## config.mk

```make
export PLATFORM = sky130hd
export DESIGN_NAME = forwarding_check_logic_ctl
export DESIGN_NICKNAME = d
export VERILOG_FILES = /design/src/rtl/forwarding_check_logic_ctl.sv
export SDC_FILE = /design/constraint.sdc
export NUM_CORES = 1
export LEC_CHECK = 0
export CAP_MARGIN = 40
export CORE_AREA = 2 2 39 41
export DETAILED_ROUTE_END_ITERATION = 12
export DIE_AREA = 0 0 41 43
export GPL_ROUTABILITY_DRIVEN = 0
export PLACE_DENSITY = 0.58
export SLEW_MARGIN = 20
export SYNTH_ARGS = -nofsm -noshare
export SYNTH_HDL_FRONTEND = slang
export SYNTH_SLANG_ARGS = --single-unit
```

## constraint.sdc

```tcl
create_clock -name vclk -period 0.9
set_input_delay 0.135 -clock vclk [all_inputs]
set_output_delay 0.135 -clock vclk [all_outputs]
set_load 0.03 [all_outputs]
```

## src/rtl/forwarding_check_logic_ctl.sv

```systemverilog
// Operand-forwarding select and load-use stall detector for one source operand.
// Optional macro FWD_STATS_EN adds saturating fwd_cnt/stall_cnt hazard statistics.
module forwarding_check_logic_ctl #(
  parameter int ADDR_W = 4,
  parameter logic [ADDR_W-1:0] NO_FWD = {ADDR_W{1'b1}}
`ifdef FWD_STATS_EN
  ,
  parameter int CNT_W = 16
`endif
) (
  input  logic              clk,
  input  logic              rst_n,
  input  logic [ADDR_W-1:0] in_add,
  input  logic [ADDR_W-1:0] m_add1,
  input  logic [ADDR_W-1:0] m_add2,
  input  logic [ADDR_W-1:0] m_add3,
  input  logic              v1,
  input  logic              v2,
  input  logic              v3,
  input  logic              load,
  output logic [1:0]        mux_sel,
  output logic              stall
`ifdef FWD_STATS_EN
  ,
  output logic [CNT_W-1:0]  fwd_cnt,
  output logic [CNT_W-1:0]  stall_cnt
`endif
);

  logic       addr_ok;
  logic       m1;
  logic       m2;
  logic       m3;
  logic [1:0] sel_raw;

  assign addr_ok = (in_add != NO_FWD);
  assign m1      = v1 & (m_add1 == in_add) & addr_ok;
  assign m2      = v2 & (m_add2 == in_add) & addr_ok;
  assign m3      = v3 & (m_add3 == in_add) & addr_ok;

  // Youngest stage wins; a load-use match still selects EX while the stall holds it off.
  assign sel_raw = m1 ? 2'b01 :
                   m2 ? 2'b10 :
                   m3 ? 2'b11 : 2'b00;

  // Outputs are forced quiet while reset is held, independent of the clock.
  assign mux_sel = {2{rst_n}} & sel_raw;
  assign stall   = rst_n & load & m1;

`ifdef FWD_STATS_EN
  logic [CNT_W-1:0] fwd_cnt_q;
  logic [CNT_W-1:0] fwd_cnt_d;
  logic [CNT_W-1:0] stall_cnt_q;
  logic [CNT_W-1:0] stall_cnt_d;

  function automatic logic [CNT_W-1:0] sat_inc(input logic [CNT_W-1:0] cnt,
                                               input logic             en);
    if (en && (cnt != {CNT_W{1'b1}}))
      return cnt + CNT_W'(1);
    return cnt;
  endfunction

  always_comb begin
    fwd_cnt_d   = sat_inc(fwd_cnt_q, (mux_sel != 2'b00) & ~stall);
    stall_cnt_d = sat_inc(stall_cnt_q, stall);
  end

  always_ff @(posedge clk or negedge rst_n) begin
    if (!rst_n) begin
      fwd_cnt_q   <= '0;
      stall_cnt_q <= '0;
    end else begin
      fwd_cnt_q   <= fwd_cnt_d;
      stall_cnt_q <= stall_cnt_d;
    end
  end

  assign fwd_cnt   = fwd_cnt_q;
  assign stall_cnt = stall_cnt_q;
`else
  logic unused_clk;
  assign unused_clk = clk;
`endif

endmodule

```

==> impl_results.md, run 1 <==
* Worst hold path type: input port to primary output
* Antenna-violating nets left at 0
* Initial Util at 0.156
* PwrDens at 397 mW/mm^2
* Vias in the first global route at 291
* Die area at 0.00176 sq mm
* Number of detailed-route iterations in the first pass at 1
* Post-Syn Area per Cell at 7.73 sq um
* Slew @ Worst Pin at 262 ps
* Number of port buffers at 24
* Fmax at 0.809 GHz
* Fillcell total at 157
* Via count at 300
* # IOs at 25
* Core area at 0.00138 sq mm
* Flip-flop and latch area at 0 sq um
* Minimum clock period at 1240 ps
* Sequential area share after synthesis at 0
* Antenna diode count at 0
* Num rows at 14
* Antenna violations before repair at 0
* Die X at 41 um
* Slowest stage delay, CP at 190 ps
* Critical path cell sequence: buf_12 -> xor2_1 -> nor2_1 -> o2111ai_4 -> buf_6 -> nor2_4 -> buf_6
* Total grt overflow at 0
* Most frequent cells in the layout: buf_6 (10), xnor2_1 (5), dlygate4sd2_1 (5), buf_2 (5), buf_4 (3)
* Placed Cells at 71
* GRT Total Usage at 0.0921
* Yosys top cell by area: xnor2_1
* Worst vdd ir at 0.211 mV
* Worst Path Required at 760 ps
* Adder-cell share of the synthesized area at 0
* DR iter-0 viols at 0
* Max_cap viols at 0
* Post-Syn Instances at 28
* Hold depth at 5
* Status: complete, but fails checks
* DP Area at 544 sq um
* Top post-synthesis cells by area: xnor2_1 (28%), o2111ai_4 (12%), xor2_1 (8.1%)
* Post-Synth Simple-Gate Area at 0.329
* CP arrival at 1100 ps
* Final hold vios at 0
* Area delta synth->final at 169%
* Fin cells at 72
* Pin count of the biggest net entering global routing at 7
* Global-route wire length before repair at 1200 um
* Post-Syn Area at 216 sq um
* Layout cells sized above 1 at 0.607
* Layout Nets at 80
* Largest family of logic cells by synthesized area: XOR/XNOR gates
* Slew margin rel. at 0.825
* Setup violators final at 3
* RSZ-0062 raised after global routing: true
* Vias per inst at 4.17
* Yosys cell types at 16
* Area of the multi-input gates at 294 sq um
* Critical path's most frequent cell: buf_6
* Syn_nets at 50
* Post-synthesis mux area share at 0
* Total number of yosys warnings at 0
* Compound-Gate Fraction of Synth Area at 0.289
* Setup crit start kind: input port
* Leakage at 0.233 nW
* Synth top area share at 0.283
* Synth Area in XOR/XNOR at 0.364
* Commonest non-fill, non-tap cell in the layout: buf_6
* Post-DP HPWL at 600 um
* Slowest CP cell: o2111ai_4
* Pins Over Slew Limit at 0
* Hold-fix buffers, CTS at 0
* DR DRC count at 0
* Failing checks: setup timing
* CP max FO at 4
* Crit end category: primary output
* Util after Layout at 0.420
* Die height at 43 um
* Pre-CTS setup slack at -889 ps
* Routed length per instance at 9.15 um
* Setup WS post-layout at -336 ps
* Finished Cell Area at 582 sq um
* FFs & Latches at 0
* Fin crit share at 1.37
* Clock buffers at 0
* DRT Wirelength at 659 um
* Critical path type: input port to primary output
-- synthesized netlist by cell type, drive strengths merged --
cell and instances:
xnor2 7, nand3 3, nor2 3, a21oi 2
nand4 2, or2 2, xor2 2, a21o 1
and3 1, inv 1, nand2 1, o2111ai 1
o211a 1, o32ai 1
-- report_power, final --
part / internal (mW) / total, mW / switching, mW
clock: 0 / 0 / 0
combinational: 0.139 / 0.231 / 0.0914
sequential: 0 / 0 / 0
total: 0.139 / 0.231 / 0.0914
-- cells by family after synthesis --
logic type,after synthesis
AOI/OAI and AO/OA,6
and+or+nand+nor,12
buffers and inverters,1
xor gates and xnor gates,9
-- worst max-delay path: cells and delay by family --
kind	cells	cell delay, ps
compound gates	1	190
xor+xnor	1	130
buf+inv	3	400
simple gates	2	250
-- per-layer routing --
layer | vias up | part of all wire | track usage | wire length, um
li1 | 158 | - | - | -
met1 | 128 | 0.38 | 0.118 | 252
met2 | 14 | 0.52 | 0.169 | 345
met3 | 0 | 0.094 | 0.00524 | 62
met4 | 0 | 0 | 0 | 0
met5 | - | 0 | 0 | 0
-- cell type report --
class                      instances  share of cell area
multi-input combinational         27               0.505
timing repair buffer              28               0.454
tap                               16              0.0344
inverter                           1             0.00645
-- final timing paths --
check | endpoint | start | slack (ps)
worst max-delay path | stall | in_add[3] | -340
worst min-delay path | mux_sel[0] | in_add[1] | 810
-- per-stage QoR --
| step | power [mW] | hold slack (ps) | TNS [ps] |
|---|---|---|---|
| final | 0.231 | 812 | -972 |
| after global routing | 0.247 | 840 | -1090 |
| after CTS | 0.219 | 803 | -1030 |
| after detailed placement | 0.223 | 965 | -2620 |
| after global placement | 0.222 | 961 | -2570 |
| after floorplan | 0.0918 | 420 | -315 |
-- what timing repair did --
action,CTS,global route
endpoints found under the setup margin,3,3
gates resized for setup,73,8
pin swaps,18,5
gates cloned,0,0
setup buffers,1,0
No activity file was read; power rests on OpenSTA's default activity.
==> run 2: changes to the inputs <==
--- a/config.mk
+++ b/config.mk
@@ -5,12 +5,13 @@
 export SDC_FILE = /design/constraint.sdc
 export NUM_CORES = 1
 export LEC_CHECK = 0
+export ABC_AREA = 1
 export CAP_MARGIN = 40
 export CORE_AREA = 2 2 39 41
 export DETAILED_ROUTE_END_ITERATION = 12
 export DIE_AREA = 0 0 41 43
 export GPL_ROUTABILITY_DRIVEN = 0
-export PLACE_DENSITY = 0.58
+export PLACE_DENSITY = 0.65
 export SLEW_MARGIN = 20
 export SYNTH_ARGS = -nofsm -noshare
 export SYNTH_HDL_FRONTEND = slang
==> run 2 against run 1 <==
Against the previous run: the run still ends with setup timing left; highest routed layer unchanged; total power increased by 33%; first-iteration DRC count increased by 2; worst hold slack got worse by 79 ps; fmax increased by 18%; combinational power increased by 33%; non-clock buffer count decreased by 4; sequential cell count unchanged; design area increased by 22%.
==> impl_results.md, run 2 <==
* Via count at 495 (was 300)
* Yosys top cell by area: nand2_1 (was xnor2_1)
* Fin crit share at 1.16 (was 1.37)
* Worst Path Required at 760 ps (about the same)
* Met3 routed WL at 52 um (was 62 um)
* Adder-cell share of the synthesized area at 0 (unchanged)
* Net Sw Frac at 0.491 (was 0.396)
* Vias in the first global route at 442 (was 291)
* Slowest CP cell: buf_6 (was o2111ai_4)
* Most frequent cells in the layout: nand2_1 (17), nand2_2 (16), nor2_2 (9), buf_6 (9) (was buf_6 (10), xnor2_1 (5), dlygate4sd2_1 (5), buf_2 (5), buf_4 (3))
* Post-Synth Simple-Gate Area at 0.802 (was 0.329)
* Num rows at 14 (unchanged)
* Syn_nets at 95 (was 50)
* Status: complete, but fails checks (unchanged)
* Slew @ Worst Pin at 165 ps (was 262 ps)
* Antenna diode count at 0 (unchanged)
* Synth top area share at 0.415 (was 0.283)
* Critical path cell sequence: buf_12 -> inv_6 -> nand2_2 -> nand2_1 -> nor2_2 -> nand3_2 -> nand2_2 -> inv_2 -> nor2_4 -> buf_6 (was buf_12 -> xor2_1 -> nor2_1 -> o2111ai_4 -> buf_6 -> nor2_4 -> buf_6)
* Yosys cell types at 11 (was 16)
* Core area at 0.00138 sq mm (unchanged)
* Vias per inst at 4.38 (was 4.17)
* Clock buffers at 0 (unchanged)
* Pins Over Slew Limit at 0 (unchanged)
* Synth Area in XOR/XNOR at 0 (was 0.364)
* Total number of yosys warnings at 0 (unchanged)
* Antenna-violating nets left at 0 (unchanged)
* Post-DP HPWL at 758 um (was 600 um)
* Reg power frac at 0 (about the same)
* Antenna violations before repair at 0 (unchanged)
* CP max FO at 4 (unchanged)
* Flip-flop and latch area at 0 sq um (unchanged)
* GRT Total Usage at 0.116 (was 0.0921)
* DRT Wirelength at 962 um (was 659 um)
* Pre-CTS setup slack at -706 ps (was -889 ps)
* Top Metal Used: met3 (unchanged)
* Number of port buffers at 24 (unchanged)
* Layout Nets at 121 (was 80)
* Compound-Gate Fraction of Synth Area at 0.0316 (was 0.289)
* Post-synthesis mux area share at 0 (unchanged)
* CP arrival at 910 ps (was 1100 ps)
* Setup crit start kind: input port (unchanged)
* Post-CTS setup buffers at 0 (was 1)
* Setup violators final at 3 (unchanged)
* Pin count of the biggest net entering global routing at 6 (was 7)
* Synth top cells by count: nand2_1 (35), inv_1 (10), nor2_1 (10) (was xnor2_1 (7), nor2_1 (3))
* Final hold vios at 0 (unchanged)
* Psw at 151 uW (was 91.4 uW)
* Routed length per instance at 8.51 um (was 9.15 um)
* DR DRC count at 0 (unchanged)
* Slew margin rel. at 0.890 (was 0.825)
* Fmax at 0.954 GHz (was 0.809 GHz)
* Max_cap viols at 0 (unchanged)
* Layout cells sized above 1 at 0.649 (was 0.607)
* Critical path's most frequent cell: nand2_2 (was buf_6)
* Worst hold path type: input port to primary output (unchanged)
* Largest family of logic cells by synthesized area: simple AND/OR/NAND/NOR gates (was XOR/XNOR gates)
* Die X at 41 um (unchanged)
* Die area at 0.00176 sq mm (unchanged)
* Placed Cells at 113 (was 71)
* Die height at 43 um (unchanged)
* Commonest non-fill, non-tap cell in the layout: nand2_1 (was buf_6)
* Post-Syn Area per Cell at 4.34 sq um (was 7.73 sq um)
* Final setup TNS at -403 ps (was -972 ps)
* Crit end category: primary output (unchanged)
* Met2 wire len at 538 um (was 345 um)
* DP Area at 579 sq um (was 544 sq um)
* Int Pwr at 156 uW (was 139 uW)
* Sequential area share after synthesis at 0 (unchanged)
* Most common cell in the synthesized netlist: nand2_1 (was xnor2_1)
* Slowest stage delay, CP at 130 ps (was 190 ps)
* Total grt overflow at 0 (unchanged)
* Leakage at 0.370 nW (was 0.233 nW)
* Comb power frac at 1.000 (about the same)
* Hold Worst Slack at 734 ps (was 812 ps)
* RSZ-0062 raised after global routing: true (unchanged)
* Clk pwr share at 0 (about the same)
* Minimum clock period at 1050 ps (was 1240 ps)
* Critical path type: input port to primary output (unchanged)
* Routed met1 length at 371 um (was 252 um)
* Finished Cell Area at 707 sq um (was 582 sq um)
* # IOs at 25 (unchanged)
* Post-Syn Instances at 73 (was 28)
* DR iter-0 viols at 2 (was 0)
* Area delta synth->final at 123% (was 169%)
* PwrDens at 434 mW/mm^2 (was 397 mW/mm^2)
* Hold depth at 7 (was 5)
* Setup WS post-layout at -148 ps (was -336 ps)
* Failing checks: setup timing (unchanged)
* Number of detailed-route iterations in the first pass at 2 (was 1)
* Initial Util at 0.229 (was 0.156)
* Hold-fix buffers, CTS at 0 (unchanged)
* Worst vdd ir at 0.169 mV (was 0.211 mV)
* Top post-synthesis cells by area: nand2_1 (42%), inv_1 (12%), nor2_1 (12%) (was xnor2_1 (28%), o2111ai_4 (12%), xor2_1 (8.1%))
* Fin cells at 113 (was 72)
* FFs & Latches at 0 (unchanged)
* Post-Syn Area at 317 sq um (was 216 sq um)
* Global-route wire length before repair at 1550 um (was 1200 um)
run 2: cell types whose count changed after synthesis, sizes merged, moves of 2 or more:
| cell | before | now |
|---|---|---|
| o21ai | 0 | 2 |
| or2 | 2 | 0 |
| nor2 | 3 | 16 |
| xor2 | 2 | 0 |
| a21oi | 2 | 0 |
| xnor2 | 7 | 0 |
| nand2 | 1 | 36 |
| inv | 1 | 14 |
run 2: repair_timing:
| item | CTS | global route |
|---|---|---|
| pin swaps | 34 | 22 |
| endpoints found under the setup margin | 3 | 3 |
| resized for setup | 96 | 41 |
run 2: worst max-delay path, delay by kind of cell:
| family | cells | cell delay [ps] |
|---|---|---|
| and+or+nand+nor | 6 | 480 |
| buffers and inverters | 4 | 300 |
run 2: cell families (layout without fill, tap and decap cells):
group / count (synthesis) / count (layout)
AO/OA/AOI/OAI: 2 / 2
buffers and inverters: 14 / 38
AND/OR/NAND/NOR: 57 / 57
run 2: final timing paths:
check,startpoint,end,slack [ps]
min,m_add1[2],stall,730
max,in_add[2],mux_sel[1],-150
run 2: per-stage QoR:
stage	power [mW]	utilization
floorplan	0.111	-
global placement	0.236	0.419
finish	0.307	0.511
CTS	0.237	0.416
global route	0.335	0.511
detailed placement	0.237	0.419
run 2: routing by layer:
metal / GRT usage / up-vias
li1: - / 263
met1: 0.139 / 221
met2: 0.225 / 11
met3: 0 / 0
met4: 0 / 0
met5: 0 / -
run 2: final cells by class:
class | instances | area, sq um
Inverter | 14 | 75.1
Multi-Input combinational cell | 59 | 357
Fill cell | 146 | 677
Timing Repair Buffer | 24 | 255
Tap cell | 16 | 20.0
run 2: power by group through the flow:
stage | clock network [mW] | registers [mW] | logic (mW)
CTS | 0 | 0 | 0.237
finish | 0 | 0 | 0.307
global placement | 0 | 0 | 0.236
detailed placement | 0 | 0 | 0.237
global route | 0 | 0 | 0.335
floorplan | 0 | 0 | 0.111
